File: src/rtl/f_pc_ctrl_if.sv
// Fetch PC controller bus.
// Groups every signal between the fetch PC controller and its neighbours:
//   hazard unit    : stall
//   D stage        : npc_op, br_taken, d_pc, imm26, ra
//   CP0/exceptions : exc_req, exc_epc, epc_we, epc_wdata
//   controller out : pc, epc, f_adel, eret_accept, redirect
// master = surrounding pipeline (drives requests); slave = f_pc_ctrl.
interface f_pc_ctrl_if;
  logic        stall;
  logic [2:0]  npc_op;
  logic        br_taken;
  logic [31:0] d_pc;
  logic [25:0] imm26;
  logic [31:0] ra;
  logic        exc_req;
  logic [31:0] exc_epc;
  logic        epc_we;
  logic [31:0] epc_wdata;
  logic [31:0] pc;
  logic [31:0] epc;
  logic        f_adel;
  logic        eret_accept;
  logic        redirect;

  modport master (
    output stall, npc_op, br_taken, d_pc, imm26, ra,
    output exc_req, exc_epc, epc_we, epc_wdata,
    input  pc, epc, f_adel, eret_accept, redirect
  );

  modport slave (
    input  stall, npc_op, br_taken, d_pc, imm26, ra,
    input  exc_req, exc_epc, epc_we, epc_wdata,
    output pc, epc, f_adel, eret_accept, redirect
  );
endinterface

File: src/rtl/f_pc_ctrl.sv
// Fetch-stage PC controller.
// Holds the fetch PC and EPC registers and picks the next PC from sequential
// fetch, D-stage branch/jump/jr redirects, stall, exception entry and eret.
// Also flags misaligned or out-of-window fetch addresses.
// Ports:
//   clk     : clock, all state updates on the rising edge
//   reset_n : synchronous active-low reset
//   bus     : f_pc_ctrl_if.slave (D-stage op, CP0 controls, pc/epc/status out)
module f_pc_ctrl #(
  parameter logic [31:0] RESET_PC   = 32'h0000_3000,
  parameter logic [31:0] EXC_VECTOR = 32'h0000_4180,
  parameter logic [31:0] IM_BASE    = 32'h0000_3000,
  parameter logic [31:0] IM_BYTES   = 32'h0000_4000
) (
  input  logic        clk,
  input  logic        reset_n,
  f_pc_ctrl_if.slave  bus
);

  localparam logic [2:0] OpBr   = 3'd1;
  localparam logic [2:0] OpJal  = 3'd2;
  localparam logic [2:0] OpJr   = 3'd3;
  localparam logic [2:0] OpEret = 3'd4;

  logic [31:0] r_pc;
  logic [31:0] r_epc;

  logic [31:0] w_pc_next;
  logic [31:0] w_epc_next;
  logic [31:0] w_seq;
  logic [31:0] w_d_pc_plus4;
  logic [31:0] w_br_off;
  logic [31:0] w_br_tgt;
  logic [31:0] w_j_tgt;
  logic        w_redirect;
  logic        w_eret;
  logic        w_below;
  logic [31:0] w_off;

  // Redirect targets.
  assign w_seq        = r_pc + 32'd4;
  assign w_d_pc_plus4 = bus.d_pc + 32'd4;
  assign w_br_off     = {{14{bus.imm26[15]}}, bus.imm26[15:0], 2'b00};
  assign w_br_tgt     = w_d_pc_plus4 + w_br_off;
  assign w_j_tgt      = {w_d_pc_plus4[31:28], bus.imm26, 2'b00};

  // Next-PC selection. Exception beats stall; stall hides the D op, which
  // will be re-presented once the freeze lifts.
  always_comb begin
    w_pc_next  = w_seq;
    w_redirect = 1'b0;
    w_eret     = 1'b0;
    if (bus.exc_req) begin
      w_pc_next  = EXC_VECTOR;
      w_redirect = 1'b1;
    end else if (bus.stall) begin
      w_pc_next  = r_pc;
    end else begin
      case (bus.npc_op)
        OpEret: begin
          w_pc_next  = r_epc;   // old EPC even if mtc0 writes it this cycle
          w_redirect = 1'b1;
          w_eret     = 1'b1;
        end
        OpBr: begin
          if (bus.br_taken) begin
            w_pc_next  = w_br_tgt;
            w_redirect = 1'b1;
          end
        end
        OpJal: begin
          w_pc_next  = w_j_tgt;
          w_redirect = 1'b1;
        end
        OpJr: begin
          w_pc_next  = bus.ra;
          w_redirect = 1'b1;
        end
        default: w_pc_next = w_seq;
      endcase
    end
  end

  // EPC: exception capture wins over a same-cycle mtc0 write.
  always_comb begin
    w_epc_next = r_epc;
    if (bus.exc_req) begin
      w_epc_next = bus.exc_epc & ~32'd3;
    end else if (bus.epc_we) begin
      w_epc_next = bus.epc_wdata & ~32'd3;
    end
  end

  always_ff @(posedge clk) begin
    if (!reset_n) begin
      r_pc  <= RESET_PC;
      r_epc <= 32'd0;
    end else begin
      r_pc  <= w_pc_next;
      r_epc <= w_epc_next;
    end
  end

  // Fetch fault check; the offset compare only matters when pc >= IM_BASE.
  assign w_below = (r_pc < IM_BASE);
  assign w_off   = r_pc - IM_BASE;

  assign bus.pc          = r_pc;
  assign bus.epc         = r_epc;
  assign bus.f_adel      = (r_pc[1:0] != 2'b00) | w_below | (!w_below && (w_off >= IM_BYTES));
  // Reset wins the edge, so no redirect is reported while it is asserted.
  assign bus.redirect    = w_redirect & reset_n;
  assign bus.eret_accept = w_eret & reset_n;

endmodule

File: src/flat_wrapper.sv
// flat-port wrapper written by rule: the top's interface ports become plain ports
module f_pc_ctrl_flat 
#(
  parameter logic [31:0] RESET_PC   = 32'h0000_3000,
  parameter logic [31:0] EXC_VECTOR = 32'h0000_4180,
  parameter logic [31:0] IM_BASE    = 32'h0000_3000,
  parameter logic [31:0] IM_BYTES   = 32'h0000_4000
)
  (clk, reset_n, bus_stall, bus_npc_op, bus_br_taken, bus_d_pc, bus_imm26, bus_ra, bus_exc_req, bus_exc_epc, bus_epc_we, bus_epc_wdata, bus_pc, bus_epc, bus_f_adel, bus_eret_accept, bus_redirect);
  f_pc_ctrl_if bus_i ();
  input  logic clk;
  input  logic reset_n;
  input wire logic [$bits(bus_i.stall)-1:0] bus_stall;
  input wire logic [$bits(bus_i.npc_op)-1:0] bus_npc_op;
  input wire logic [$bits(bus_i.br_taken)-1:0] bus_br_taken;
  input wire logic [$bits(bus_i.d_pc)-1:0] bus_d_pc;
  input wire logic [$bits(bus_i.imm26)-1:0] bus_imm26;
  input wire logic [$bits(bus_i.ra)-1:0] bus_ra;
  input wire logic [$bits(bus_i.exc_req)-1:0] bus_exc_req;
  input wire logic [$bits(bus_i.exc_epc)-1:0] bus_exc_epc;
  input wire logic [$bits(bus_i.epc_we)-1:0] bus_epc_we;
  input wire logic [$bits(bus_i.epc_wdata)-1:0] bus_epc_wdata;
  output wire logic [$bits(bus_i.pc)-1:0] bus_pc;
  output wire logic [$bits(bus_i.epc)-1:0] bus_epc;
  output wire logic [$bits(bus_i.f_adel)-1:0] bus_f_adel;
  output wire logic [$bits(bus_i.eret_accept)-1:0] bus_eret_accept;
  output wire logic [$bits(bus_i.redirect)-1:0] bus_redirect;
  assign bus_i.stall = bus_stall;
  assign bus_i.npc_op = bus_npc_op;
  assign bus_i.br_taken = bus_br_taken;
  assign bus_i.d_pc = bus_d_pc;
  assign bus_i.imm26 = bus_imm26;
  assign bus_i.ra = bus_ra;
  assign bus_i.exc_req = bus_exc_req;
  assign bus_i.exc_epc = bus_exc_epc;
  assign bus_i.epc_we = bus_epc_we;
  assign bus_i.epc_wdata = bus_epc_wdata;
  assign bus_pc = bus_i.pc;
  assign bus_epc = bus_i.epc;
  assign bus_f_adel = bus_i.f_adel;
  assign bus_eret_accept = bus_i.eret_accept;
  assign bus_redirect = bus_i.redirect;
  f_pc_ctrl #(.RESET_PC(RESET_PC), .EXC_VECTOR(EXC_VECTOR), .IM_BASE(IM_BASE), .IM_BYTES(IM_BYTES)) u_core (.clk(clk), .reset_n(reset_n), .bus(bus_i));
endmodule
File: config.mk
export PLATFORM = sky130hd
export DESIGN_NAME = f_pc_ctrl_flat
export DESIGN_NICKNAME = d
export VERILOG_FILES = /design/src/rtl/f_pc_ctrl_if.sv /design/src/rtl/f_pc_ctrl.sv /design/src/flat_wrapper.sv
export SDC_FILE = /design/constraint.sdc
export NUM_CORES = 1
export LEC_CHECK = 0
export CAP_MARGIN = 40
export CELL_PAD_IN_SITES_DETAIL_PLACEMENT = 1
export CELL_PAD_IN_SITES_GLOBAL_PLACEMENT = 1
export CORE_ASPECT_RATIO = 0.5
export CORE_MARGIN = 4
export CORE_UTILIZATION = 33
export CTS_BUF_LIST = sky130_fd_sc_hd__clkbuf_2 sky130_fd_sc_hd__clkbuf_4 sky130_fd_sc_hd__clkbuf_8
export DETAILED_ROUTE_END_ITERATION = 16
export PLACE_DENSITY = 0.9
export SYNTH_ARGS = -nofsm -noshare
export SYNTH_HDL_FRONTEND = slang
export SYNTH_SLANG_ARGS = --single-unit
File: constraint.sdc
create_clock -name clk -period 4.4 [get_ports clk]
set_input_delay 0.44 -clock clk [delete_from_list [all_inputs] [get_ports clk]]
set_output_delay 0.44 -clock clk [all_outputs]
set_load 0.02 [all_outputs]
==> out/qor.tcl <==
set qor(drcViolationCount) 0
set qor(tritoncts) {built}
set qor(grt_pass1_wl_mm) 50.4
set qor(grt_pass1_vias) 8773
set qor(synth_top_cell_by_area) {sky130_fd_sc_hd__dfxtp_1}
set qor(highest_achievable_clock_rate_ghz) 0.247
set qor(post-dp-hpwl_mm) 26.8
set qor(seq_power_share_pct) 29.8
set qor(powerDensity_nw_per_um2) 223
set qor(dr_total_vias) 8461
set qor(period_minus_slack_ps) 4050
set qor(vdd_ir_drop_max_v) 0.000131
set qor(num-nets-final) 1372
set qor(finClkSkew_ps) 11.1
set qor(die_area_um2) 23200
set qor(count_of_final_hold_check_violations) 0
set qor(ctsHoldBuffers) 0
set qor(gp_congestion) 0.975
set qor(cts-root-buf) {sky130_fd_sc_hd__clkbuf_8}
set qor(cp_slowest_stage_delay_ps) 570
set qor(worst_slew_margin_rel_pct) 36.1
set qor(diodes) 0
set qor(avgRoutedWirePerCell_um) 23.0
set qor(report.final.setup_viol) 0
set qor(synth_top_cells_by_count) {101 x sky130_fd_sc_hd__nand2_1, 95 x sky130_fd_sc_hd__nor2_1, 72 x sky130_fd_sc_hd__o21ai_0}
set qor(critPathMostFrequentCell) {sky130_fd_sc_hd__o22ai_1}
set qor(top_usage_layer) {met2}
set qor(power.internal_mw) 1.32
set qor(core_box_area_um2) 19900
set qor(critPathRequiredTime_ps) 4620
set qor(yosysUniqueCellTypes) 85
set qor(synth-seq-area-share_pct) 18.2
set qor(crit_slowest_cell) {sky130_fd_sc_hd__clkdlybuf4s50_1}
set qor(syn_inst) 963
set qor(gr-usage-met1_pct) 34.8
set qor(number_of_max_slew_violations_in_the_final_report) 0
set qor(worst_setup_path_end_kind) {register}
set qor(synthTopCellsByArea) {sky130_fd_sc_hd__dfxtp_1 18%, sky130_fd_sc_hd__ha_1 7.1%, sky130_fd_sc_hd__nand2_1 5.5%}
set qor(min_delay_path_depth) 2
set qor(total_power_mw) 2.14
set qor(hold_path.class) {register to register}
set qor(synth-seq-cells) 62
set qor(initial_antenna_violation_count) 1
set qor(worst_hold_slack_ps) 542
set qor(post_synth_instance_area_um2) 6830
set qor(postCtsSetupBuffers) 0
set qor(path_class) {input pin to register}
set qor(drtAntennaViolNets) 0
set qor(library_cell_with_the_highest_instance_count_after_synthesis) {sky130_fd_sc_hd__nand2_1}
set qor(fin_ws_ps) 348
set qor(cts_made_buffers) 9
set qor(clockBufferDepth) 2
set qor(timing_worst_slew_pin_value_ps) 958
set qor(switching_power_mw) 0.815
set qor(status) {finished, final reports clean}
set qor(floorplan.die.width_um) 211
set qor(arrival_ps) 4270
set qor(rows) 36
set qor(rsz_0062_raised_after_global_routing) {no}
set qor(post-route-period-util_pct) 92.1
set qor(yosysWarnings) 0
set qor(place.port_buffers) 223
set qor(ctsHtreeMaxLevel) 3
set qor(vias_per_cell) 5.88
set qor(first_pass_iters) 5
set qor(gr-usage-met2_pct) 47.4
set qor(path_max_fanout) 5
set qor(post-synth-top-area-fraction_pct) 18.2
set qor(pre_cts_slack_ps) -1.39
set qor(ys_async_sr_fraction_pct) 0
set qor(final_layout_size_suffix_gt1_share_pct) 6.30
set qor(starting_density_of_the_core_pct) 34.3
set qor(final.fill_count) 2478
set qor(numClockSinks) 62
set qor(initialDrtViolationCount) 813
set qor(cp_cell_sequence) {clkdlybuf4s50_1, nand4_1, or2_2, nor3_1, nand3_1, xnor2_1, ha_1, nand2_1, or3_1, or3_1, o22ai_1, o22ai_1, xnor2_1, o22ai_1}
set qor(syn_avg_cell_area_um2) 7.10
set qor(max_cap_violations) 0
set qor(synth_enable_flop_cells) 0
set qor(globalRouteMet3Util_pct) 7.81
set qor(overflow_after_grt) 0
set qor(clk-insertion-delay-late_ps) 360
set qor(primary_flip_flop_cell_chosen_by_synthesis_mapping) {sky130_fd_sc_hd__dfxtp_1}
set qor(pwr-share-clk_pct) 27.6
set qor(cts_resized) 0
set qor(power.share.switching_pct) 38.1
set qor(start_kind) {input pin}
set qor(total_wire_length_after_detailed_routing_mm) 33.2
set qor(gr-usage-all-layers_pct) 27.7
set qor(leak_nw) 3.70
set qor(cts_clk_pin_slew_worst_paths_ps) 80
set qor(top_level_ports) 230
set qor(area_delta_synth_final_pct) 40.2
set qor(worst_r2r_path_depth) 8
set qor(power_frac_comb_pct) 42.6
set qor(maximum_number_of_pins_on_one_net_before_global_route_repair) 40
set qor(floorplan.die.height_um) 110
layout by cell type (no fill, tap or decap), drive strengths merged, types with 5 or more instances in the layout:
master         count
clkdlybuf4s50    221
nand2            102
nor2              96
o21ai             83
a21oi             75
dfxtp             62
xnor2             42
ha                39
and2              37
nand3             35
mux2i             31
buf               31
nor3              28
xor2              27
nand4             25
inv               25
nor2b             20
a31oi             17
o22ai             15
a22oi             12
a211oi            12
and3              12
a21o              11
clkbuf             9
o21a               6
a221oi             6
o221ai             6
and4               5
nand2b             5
or2                5
nor4               5
clkinv             5
stage by stage:
step / utilization (%) / setup TNS, ps / instances / cell area (µm²)
6_report: 48.1 / 0 / 1440 / 9580
5_1_grt: 48.1 / 0 / 1440 / 9580
4_1_cts: 48.0 / 0 / 1439 / 9560
3_5_place_dp: 46.9 / -1.39 / 1423 / 9340
3_3_place_gp: 46.9 / 0 / 1423 / 9340
2_1_floorplan: - / 0 / 964 / 6840
worst paths after layout:
check | endpoint | slack (ps) | start
min | register | 540 | register
min reg2reg | register | 540 | register
max reg2reg | u_core.bus.pc[30] | 1870 | u_core.bus.pc[11]
max | u_core.bus.pc[28] | 350 | bus_d_pc[11]
power groups by stage:
stage	Combinational (mW)	Clock, mW	Sequential, mW
5_1_grt	0.976	0.612	0.642
3_3_place_gp	0.846	0	0.648
2_1_floorplan	0.439	0	0.668
3_5_place_dp	0.886	0	0.648
6_report	0.911	0.589	0.637
4_1_cts	0.890	0.594	0.636
kinds of logic (layout without fill, tap and decap cells):
| kind of cell | count (synthesis) | in the layout | synth area share (%) |
|---|---|---|---|
| multiplexers | 31 | 31 | 4.54 |
| adder cells (fa/ha/maj) | 40 | 40 | 7.43 |
| AND/OR/NAND/NOR | 392 | 392 | 29.0 |
| other | 1 | 2 | 0.0549 |
| buffers and inverters | 83 | 293 | 5.22 |
| flip-flops | 62 | 62 | 18.2 |
| XOR/XNOR | 69 | 69 | 8.84 |
| AO/OA/AOI/OAI | 285 | 285 | 26.7 |
worst max-delay path: cells and delay by family:
| kind | cells | cell delay [ps] |
|---|---|---|
| and+or+nand+nor | 7 | 2010 |
| adders and majority gates | 1 | 340 |
| xor gates and xnor gates | 2 | 360 |
| AOI/OAI and AO/OA | 3 | 550 |
| buffers and inverters | 1 | 570 |
sequential cells by signal, indices dropped and copies added (netlist names), named ones only:
name and count:
u_core.bus.epc 30, u_core.bus.pc 30
cell type report:
cell class              instances  area (µm²)  share of cell area (%)
clock buffers                   9         124                    1.29
repair buffers                252        2450                    25.6
clock inverters                 7        96.3                    1.01
well taps                     266         333                    3.47
flip-flops and latches         62        1240                    13.0
multi-input cells             819        5240                    54.7
inverters                      25        93.8                   0.980
per-layer routing:
| metal | routed length (µm) | up-vias | part of all wire [%] |
|---|---|---|---|
| met1 | 13700 | 4113 | 41 |
| li1 | - | 3898 | - |
| met4 | 640 | 0 | 1.9 |
| met3 | 3440 | 59 | 10 |
| met2 | 15300 | 391 | 46 |
| met5 | 0 | - | 0 |
No activity file was read; power rests on OpenSTA's default activity.
